==> config.mk <==
export PLATFORM = sky130hd
export DESIGN_NAME = inst_fetch_flat
export DESIGN_NICKNAME = d
export VERILOG_FILES = /design/src/rtl/inst_fetch_if.sv /design/src/rtl/inst_fetch.sv /design/src/flat_wrapper.sv
export SDC_FILE = /design/constraint.sdc
export NUM_CORES = 1
export LEC_CHECK = 0
export ABC_CLOCK_PERIOD_IN_PS = 2530
export BUFFER_PORTS_ARGS = -buffer_cell sky130_fd_sc_hd__buf_2
export CELL_PAD_IN_SITES_DETAIL_PLACEMENT = 1
export CELL_PAD_IN_SITES_GLOBAL_PLACEMENT = 2
export CORE_MARGIN = 3
export CORE_UTILIZATION = 32
export CTS_BUF_LIST = sky130_fd_sc_hd__clkbuf_4 sky130_fd_sc_hd__clkbuf_8
export DETAILED_ROUTE_END_ITERATION = 6
export PLACE_DENSITY = 0.82
export SLEW_MARGIN = 30
export SYNTH_ARGS = -nofsm -noshare
export SYNTH_HDL_FRONTEND = slang
export SYNTH_SLANG_ARGS = --single-unit
==> constraint.sdc <==
create_clock -name clk -period 2.53 [get_ports clk]
set_input_delay 0.253 -clock clk [delete_from_list [all_inputs] [get_ports clk]]
set_output_delay 0.253 -clock clk [all_outputs]
set_load 0.02 [all_outputs]
==> src/rtl/inst_fetch_if.sv <==
// Fetch-stage bundle: instruction-memory read port, redirect request and
// the valid/ready instruction stream toward decode.
interface inst_fetch_if #(
  parameter int ISIZE = 17,
  parameter int MSIZE = 32
);
  logic [MSIZE-1:0] imem_ip;
  logic [ISIZE-1:0] imem_inst;
  logic             redirect_valid;
  logic [MSIZE-1:0] redirect_pc;
  logic             out_valid;
  logic             out_ready;
  logic [ISIZE-1:0] out_inst;
  logic [MSIZE-1:0] out_pc;
  logic [4:0]       out_rd;
  logic [4:0]       out_rs;
  logic [4:0]       out_rt;
  logic [1:0]       out_op;
  logic             done;

  // Fetch stage side.
  modport master (
    output imem_ip,
    input  imem_inst,
    input  redirect_valid,
    input  redirect_pc,
    output out_valid,
    input  out_ready,
    output out_inst,
    output out_pc,
    output out_rd,
    output out_rs,
    output out_rt,
    output out_op,
    output done
  );

  // Memory / redirect source / decode side.
  modport slave (
    input  imem_ip,
    output imem_inst,
    output redirect_valid,
    output redirect_pc,
    input  out_valid,
    output out_ready,
    input  out_inst,
    input  out_pc,
    input  out_rd,
    input  out_rs,
    input  out_rt,
    input  out_op,
    input  done
  );
endinterface

==> src/rtl/inst_fetch.sv <==
// Instruction fetch: PC register, one combinational memory read per cycle,
// 2-entry {pc, inst} FIFO toward decode, redirect/flush and stop at LAST_PC.
module inst_fetch #(
  parameter int ISIZE    = 17,
  parameter int MSIZE    = 32,
  parameter int RESET_PC = 4,
  parameter int PC_STEP  = 4,
  parameter int LAST_PC  = 1020
) (
  input  logic         clk,
  input  logic         rst_n,
  inst_fetch_if.master bus
);

  typedef struct packed {
    logic [MSIZE-1:0] pc;
    logic [ISIZE-1:0] inst;
  } entry_t;

  // Entry 0 is always the head (oldest) when count_q != 0.
  entry_t [1:0]     fifo_q, fifo_d;
  logic   [1:0]     count_q, count_d;
  logic [MSIZE-1:0] pc_q, pc_d;
  logic             done_q, done_d;

  logic             valid;
  logic             pop;
  logic             fetch;
  logic   [1:0]     count_after_pop;
  entry_t           new_entry;
  entry_t           head;

  assign valid           = (count_q != 2'd0);
  assign pop             = valid & bus.out_ready;
  assign count_after_pop = count_q - {1'b0, pop};
  assign fetch           = !done_q && !bus.redirect_valid &&
                           (count_q != 2'd2 || pop);
  assign new_entry       = '{pc: pc_q, inst: bus.imem_inst};

  always_comb begin
    // NOTE: every _d gets its current value first so no path through this
    // block leaves a signal unassigned, which would infer a latch.
    fifo_d  = fifo_q;
    count_d = count_q;
    pc_d    = pc_q;
    done_d  = done_q;

    if (bus.redirect_valid) begin
      // Redirect wins: any pop this cycle is void and nothing is pushed.
      count_d = 2'd0;
      pc_d    = {bus.redirect_pc[MSIZE-1:2], 2'b00};
      done_d  = 1'b0;
    end else begin
      if (pop) begin
        fifo_d[0] = fifo_q[1];
      end
      count_d = count_after_pop;
      if (fetch) begin
        if (count_after_pop == 2'd0) begin
          fifo_d[0] = new_entry;
        end else begin
          fifo_d[1] = new_entry;
        end
        count_d = count_after_pop + 2'd1;
        if (pc_q == MSIZE'(LAST_PC)) begin
          done_d = 1'b1;
        end else begin
          pc_d = pc_q + MSIZE'(PC_STEP);
        end
      end
    end
  end

  // NOTE: state registers use non-blocking assignments so every flop samples
  // the pre-edge values regardless of process evaluation order.
  always_ff @(posedge clk or negedge rst_n) begin
    if (!rst_n) begin
      // NOTE: the two FIFO slots are reset with the control state; at this
      // depth it is free and keeps stale data from ever reaching out_*.
      fifo_q  <= '0;
      count_q <= 2'd0;
      pc_q    <= MSIZE'(RESET_PC);
      done_q  <= 1'b0;
    end else begin
      fifo_q  <= fifo_d;
      count_q <= count_d;
      pc_q    <= pc_d;
      done_q  <= done_d;
    end
  end

  assign head = valid ? fifo_q[0] : '0;

  assign bus.imem_ip   = pc_q;
  assign bus.out_valid = valid;
  assign bus.out_inst  = head.inst;
  assign bus.out_pc    = head.pc;
  assign bus.out_rd    = head.inst[16:12];
  assign bus.out_rs    = head.inst[11:7];
  assign bus.out_rt    = head.inst[6:2];
  assign bus.out_op    = head.inst[1:0];
  assign bus.done      = done_q;

endmodule
==> src/flat_wrapper.sv <==
// flat-port wrapper written by rule: the top's interface ports become plain ports
module inst_fetch_flat 
#(
  parameter int ISIZE    = 17,
  parameter int MSIZE    = 32,
  parameter int RESET_PC = 4,
  parameter int PC_STEP  = 4,
  parameter int LAST_PC  = 1020
)
  (clk, rst_n, bus_imem_ip, bus_imem_inst, bus_redirect_valid, bus_redirect_pc, bus_out_valid, bus_out_ready, bus_out_inst, bus_out_pc, bus_out_rd, bus_out_rs, bus_out_rt, bus_out_op, bus_done);
  inst_fetch_if #(.ISIZE(ISIZE), .MSIZE(MSIZE)) bus_i ();
  input  logic clk;
  input  logic rst_n;
  output wire logic [$bits(bus_i.imem_ip)-1:0] bus_imem_ip;
  input wire logic [$bits(bus_i.imem_inst)-1:0] bus_imem_inst;
  input wire logic [$bits(bus_i.redirect_valid)-1:0] bus_redirect_valid;
  input wire logic [$bits(bus_i.redirect_pc)-1:0] bus_redirect_pc;
  output wire logic [$bits(bus_i.out_valid)-1:0] bus_out_valid;
  input wire logic [$bits(bus_i.out_ready)-1:0] bus_out_ready;
  output wire logic [$bits(bus_i.out_inst)-1:0] bus_out_inst;
  output wire logic [$bits(bus_i.out_pc)-1:0] bus_out_pc;
  output wire logic [$bits(bus_i.out_rd)-1:0] bus_out_rd;
  output wire logic [$bits(bus_i.out_rs)-1:0] bus_out_rs;
  output wire logic [$bits(bus_i.out_rt)-1:0] bus_out_rt;
  output wire logic [$bits(bus_i.out_op)-1:0] bus_out_op;
  output wire logic [$bits(bus_i.done)-1:0] bus_done;
  assign bus_imem_ip = bus_i.imem_ip;
  assign bus_i.imem_inst = bus_imem_inst;
  assign bus_i.redirect_valid = bus_redirect_valid;
  assign bus_i.redirect_pc = bus_redirect_pc;
  assign bus_out_valid = bus_i.out_valid;
  assign bus_i.out_ready = bus_out_ready;
  assign bus_out_inst = bus_i.out_inst;
  assign bus_out_pc = bus_i.out_pc;
  assign bus_out_rd = bus_i.out_rd;
  assign bus_out_rs = bus_i.out_rs;
  assign bus_out_rt = bus_i.out_rt;
  assign bus_out_op = bus_i.out_op;
  assign bus_done = bus_i.done;
  inst_fetch #(.ISIZE(ISIZE), .MSIZE(MSIZE), .RESET_PC(RESET_PC), .PC_STEP(PC_STEP), .LAST_PC(LAST_PC)) u_core (.clk(clk), .rst_n(rst_n), .bus(bus_i));
endmodule
# After elaboration in Yosys (flattened, before gate mapping)
# Index checks and enable logic that the tools add are counted.
# word_totals
ff_bits,133
latchBits,0
ram_bits,0
romBits,0
output_inout_bits,100
word_cells,40
n_memories,0
# classes
n_addsub,3
mul,0
n_div,0
n_lt_le_gt_ge,0
eq_ne,3
shifts,0
mux,12
n_bitwise,3
reduce_logical,12
# ops
operator,n
$mux W49,4
$mux W32,3
$add A32 B3 Y32 const B,1
$eq A32 B10 Y1 const B,1
$reduce_bool A2 Y1,3
$mux W2,2
$ne A2 B2 Y1 const B,2
$reduce_and A2 Y1,2
$mux W1,3
$reduce_and A3 Y1,1
$add A2 B1 Y2 const B,1
$logic_and A1 B1 Y1,2
$logic_not A1 Y1,2
$logic_not A2 Y1,1
$not A1 Y1,2
$sub A2 B1 Y2,1
$and A1 B1 Y1,1
$logic_or A1 B1 Y1,1

# Depth between registers and ports, before layout
# logic_depth
ltp_word,6
depth_mapped,12

# Least setup slack after synthesis
# OpenSTA, ideal clock, no wires.
# synth_path
kind,reg-to-reg
startpoint,reg u_core.count_q[0]
endpoint,reg u_core.fifo_q[44] (netlist name)
t_arrival_ns,2.567
required_time_ns,2.397
slack_ns,-0.171
stages_incl_launch_ff,12
n_path_buf,3
synth_period_minus_slack_ns,2.701
path_cell_list,dfrtp_1 or2_2 clkbuf_1 and2_1 ha_1 xnor2_1 ha_1 nor4b_4 buf_4 buf_2 mux2i_1 o21ai_0
# synth_between
elab_chain_len,6
word_cells_on_any_way,10
classes_between,add/sub: 1; eq/ne: 1; mux: 3; bitwise: 1; reduce/logical: 4
# synth_rtl
element,line,text
start: declaration,inst_fetch.sv:22,"logic [1:0] count_q, count_d;"
start signal: assignment,inst_fetch.sv:86,count_q <= count_d;
$reduce_bool A2 Y1,inst_fetch.sv:33,assign valid = (count_q != 2'd0);
$and A1 B1 Y1,inst_fetch.sv:34,assign pop = valid & bus.out_ready;
$sub A2 B1 Y2,inst_fetch.sv:35,"assign count_after_pop = count_q - {1'b0, pop};"
$logic_not A2 Y1,inst_fetch.sv:59,if (count_after_pop == 2'd0) begin
$mux W49,inst_fetch.sv:59,
$mux W49 (*),inst_fetch.sv:58,if (fetch) begin
end signal: assignment,inst_fetch.sv:85,fifo_q <= fifo_d;
end: declaration,inst_fetch.sv:21,"entry_t [1:0] fifo_q, fifo_d;"
# Every way passes the cells marked *; elsewhere a longest branch is shown, timed or not.
# A chain may end at the register's enable or synchronous reset.

# Worst setup path after layout
# layout_path
startpoint,reg u_core.count_q[1]
endpoint,reg u_core.fifo_q[7] (netlist name)
# The elaborated chain is that of the path after synthesis.

==> impl.org <==
** Run status
- The run finished with clean final reports.

** Power and ir drop
- Combinational share of power :: 49.2%
- Net switching fraction of the power :: 39.2%
- Design internal power :: between 6 and 7 mW
- IR analysis of the VDD net gives a maximum drop of 0.420 mV.
- Summed over all cells, the static leakage comes to 3.82 nW.
- Of the total power, the clock network draws 17.0%.
- Net load switching power :: 3.90 mW
- Registers are responsible for 33.8% of the overall power.
- Dividing total power by cell area gives a power density of about 1200 nW/um^2.

** Placement
- The count of buffers added on input and output ports is about 150.
- Summing all placed instances gives a cell area of just under 8000 um^2.
- Final Wtd Congestion :: just over 0.8
- After detailed placement, the design holds a cell count of 1022.
- Detailed placement finished with a half-perimeter wire length of roughly 13000 um.
- OpenSTA, run right after detailed placement, puts the worst setup slack at -0.0475 ns.

** Logic synthesis
- Counting flops and latches in the post-synthesis netlist gives 129.
- Cell types with the highest counts after synthesis :: 128 x dfrtp_1, 65 x nand2_1, 58 x o21ai_0, 52 x and2_1, 49 x mux2i_1
- Largest area contributor in the synthesized netlist :: dfrtp_1
- Most common cell in the netlist :: dfrtp_1
- After synthesis, the share of flip-flops with an asynchronous set or reset is 100%.
- Synthesized-area fraction occupied by xor and xnor cells :: 0.778%
- The synthesized netlist devotes 11.2% of its cell area to compound gates.
- Count of warnings emitted by yosys :: 0
- Share of Yosys cell area claimed by the top area cell type :: a little under half
- Post-Synthesis Cell Area :: about 6800 um^2
- Average instance area after synthesis :: 10.6 um^2
- Largest cells by area after synthesis :: dfrtp_1 47%, mux2_2 7.8%, mux2i_1 7.3%, and2_1 4.8%, o21ai_0 4.3%
- Synthesis produced 638 cells.
- Of the synthesized area, sequential elements account for 47.8%.
- After synthesis, the largest family of logic cells by area is simple AND/OR/NAND/NOR gates.
- Summing the areas of all and, or, nand and nor instances in the mapped netlist gives 18.2% of the synthesized area.
- Of the post-synthesis cell area, the part taken by muxes is 15.3%.
- Top flip-flop cell by instance count after synthesis :: dfrtp_1
- Of the total synthesized cell area, the portion taken by full adders, half adders and majority gates is less than 1%.
- Number of distinct library cells after synthesis :: 66
- EDFF count, synth :: 0

** Setup path
- Start of the worst register-to-register path :: u_core.count_q[1]
- Crit path cell chain :: or2_4, and2_4, ha_4, xnor2_4, ha_2, nor4b_4, buf_6, o21ai_4, clkbuf_16, buf_6, nand2_1, o21ai_0
- The worst setup path is launched from a flop.
- For the worst flop-to-flop path, the logic depth is 12.
- In this design, the critical path's most frequently occurring cell is buf_6.
- Tracing the worst setup path back leads to its startpoint at u_core.count_q[1].
- The worst setup path is of the reg2reg kind.
- Worst R2R Setup Slack :: 0.07 ns
- STA puts the critical path data required time at roughly 2.9 ns.
- Counting both buffers and inverters, the worst setup path holds a total of 3.
- The worst register-to-register path ends at u_core.fifo_q[7].
- Highest cell delay on the worst timing path :: 0.39 ns
- Endpoint class of the critical path :: flop
- The largest individual stage delay along the critical path comes from the cell dfrtp_1.
- CP delay by family, top :: simple AND/OR/NAND/NOR gates
- Of all nets on the critical path, the largest fanout is 7.
- Worst EP arrival :: roughly 2.8 ns

** Floorplan
- Vertical extent of the die :: 151 um
- Core outline area :: 20500 um^2
- Initial cell density of the core :: 32.9%
- The floorplan step set the die width to 151 um.
- 153 I/O pins were placed.
- Area of the die :: 22900 um^2
- Std-Cell Rows :: 52

** Routing
- DRC violation count after routing :: 0
- The detail route stage leaves a number of antenna-violating nets equal to 0.
- Via Count :: 5467
- Dividing the detail-routed via count by the number of cells gives 5.10.
- After detailed routing, the average wire length per cell comes to 19.3 um.
- The first routing iteration left 263 violations.
- Total routed wirelength :: 20700 um
- First-pass iteration count of the detailed router :: 4

** STA
- Worst Max-Slew Pin Slew :: 0.640 ns
- Max Freq :: 0.406 GHz
- Final period util :: 97.4%
- Count of endpoints failing hold in the final timing report :: 0
- Headroom to the max-slew limit came out at 56.9%.
- Worst-case setup margin in the final layout :: 0.0658 ns
- Final count of pins violating max slew :: 0
- Final critical delay including setup and external delays :: between 2 and 2.5 ns
- Clock skew after layout :: around 0.010 ns
- Setup violations remaining at the end of the flow were counted as 0.

** Clocking
- Num CTS Buffers :: 17
- After clock tree synthesis, the clock-pin slew on the worst setup and hold paths is 0.07 ns.
- In this run the number of H-tree levels came out at 4.
- Total number of clock tree sinks :: 129
- Worst-Skew Late Latency :: 0.45 ns
- Clock tree from TritonCTS :: built
- The clock passes through at most 2 buffers.
- CTS placed an instance of clkbuf_8 at the clock tree root.

** Worst hold path
- In this run the worst hold path is classified as in2reg.
- Worst hold start :: bus_redirect_pc[12]
- Counting instances, the worst hold path has a depth of 3.
- The worst hold path terminates at u_core.bus.imem_ip[12].

** GRT
- The first global-routing pass estimated 30100 um of wire.
- The initial antenna violation count was 0.
- Entering global routing, the biggest net connects 63 pins.
- The via count of the first global-routing pass was 5478.
- Total gr overflow :: 0
- GR Util All Layers :: 17.1%

** Final layout
- Non-filler cells in the finished layout :: roughly 1100
- Post-route cell area :: roughly 8500 um^2
- Final nets :: 846
- Of the cells placed in the final design, the portion with a size suffix greater than 1 is 37.2%.
- Cells fill between 40% and 50% of the core in the end.
- Area added between synthesis and finish :: 25.7%

** Flow run
- Max Cap Viol :: 0
## worst max path at each step
stage	cells past startpoint	slack (ns)	to
final	12	0.07	u_core.fifo_q[7]
after global routing	12	-0.02	u_core.fifo_q[7]
after CTS	10	0.02	u_core.fifo_q[27]
after detailed placement	10	-0.05	u_core.fifo_q[11]
after global placement	10	0.05	u_core.fifo_q[16]
after floorplan	11	0.0002	u_core.fifo_q[44]
## power by group through the flow
| stage | logic (mW) | registers (mW) | clock network (mW) |
|---|---|---|---|
| 5_1_grt | 5.35 | 3.48 | 1.85 |
| 4_1_cts | 4.49 | 3.36 | 1.76 |
| 3_3_place_gp | 4.26 | 3.35 | 0 |
| 3_5_place_dp | 4.37 | 3.40 | 0 |
| 2_1_floorplan | 3.20 | 3.31 | 0 |
| 6_report | 4.90 | 3.36 | 1.69 |
## layer usage
metal,up-vias,routed length (um),GRT usage [%],part of all wire (%)
li1,2579,-,-,-
met1,2746,9450,22.8,46
met2,133,9990,28.0,48
met3,9,1140,4.19,5.5
met4,0,162,4.40,0.78
met5,-,0,0,0
## state kept, by name (all words and copies together) (netlist names)
name	count
u_core.count_q	2
u_core.bus.done	1
u_core.fifo_q	96
u_core.bus.imem_ip	30
## placed cells by master (no fill, tap or decap), types with 3 or more instances in the layout
| master | instances |
|---|---|
| a21oi_1 | 6 |
| a221o_1 | 6 |
| a311oi_1 | 5 |
| a31oi_1 | 10 |
| and2_1 | 51 |
| and3_1 | 6 |
| and4_1 | 4 |
| buf_12 | 9 |
| buf_2 | 147 |
| buf_4 | 24 |
| buf_6 | 6 |
| clkbuf_16 | 5 |
| clkbuf_4 | 6 |
| clkbuf_8 | 19 |
| clkinv_2 | 4 |
| dfrtp_1 | 128 |
| dlygate4sd3_1 | 4 |
| inv_1 | 5 |
| mux2_2 | 47 |
| mux2i_1 | 48 |
| nand2_1 | 65 |
| nand3_1 | 13 |
| nand4_1 | 9 |
| nor2_1 | 28 |
| nor3_1 | 8 |
| nor4_1 | 4 |
| nor4_4 | 4 |
| o211ai_1 | 4 |
| o21ai_0 | 46 |
| o21ai_1 | 14 |
| or3_1 | 5 |
| or4_1 | 3 |
| xor2_1 | 3 |
## through the flow
stage | power [mW] | hold WS [ns] | TNS (ns)
floorplan | 6.50 | -0.0426 | 0
global placement | 7.61 | 0.194 | 0
detailed placement | 7.77 | 0.197 | -0.150
CTS | 9.61 | 0.000625 | 0
global route | 10.7 | 0.0117 | -0.0154
finish | 9.94 | 0.0408 | 0
## worst min-delay path, cell delays in order
cell and delay [ns]:
buf_2 0.09, a32oi_1 0.05, o21ai_0 0.06
## logic make-up after synthesis
kind of cell | count (synthesis)
simple gates | 216
other cells | 1
flops | 129
fa+ha+maj | 3
mux | 97
compound gates | 117
xor+xnor | 6
buf+inv | 69
## area by class of cell
type / instances / area [um^2]
Tap cell: 270 / 338
Clock buffer: 25 / 307
Multi-Input combinational cell: 441 / 3180
Timing Repair Buffer: 196 / 1360
Antenna cell: 1 / 2.50
Clock inverter: 6 / 57.6
Inverter: 5 / 18.8
Fill cell: 2304 / 12000
Sequential cell: 129 / 3230
## what timing repair did
item / in CTS / in global routing
setup buffers: 0 / 5
hold endpoints to repair: 41 / 0
hold buffers: 4 / 0
endpoints found under the setup margin: 29 / 49
cloned: 1 / 9
pin swaps: 1 / 5
resized for setup: 6 / 16
(Power assumes the default switching activity.)
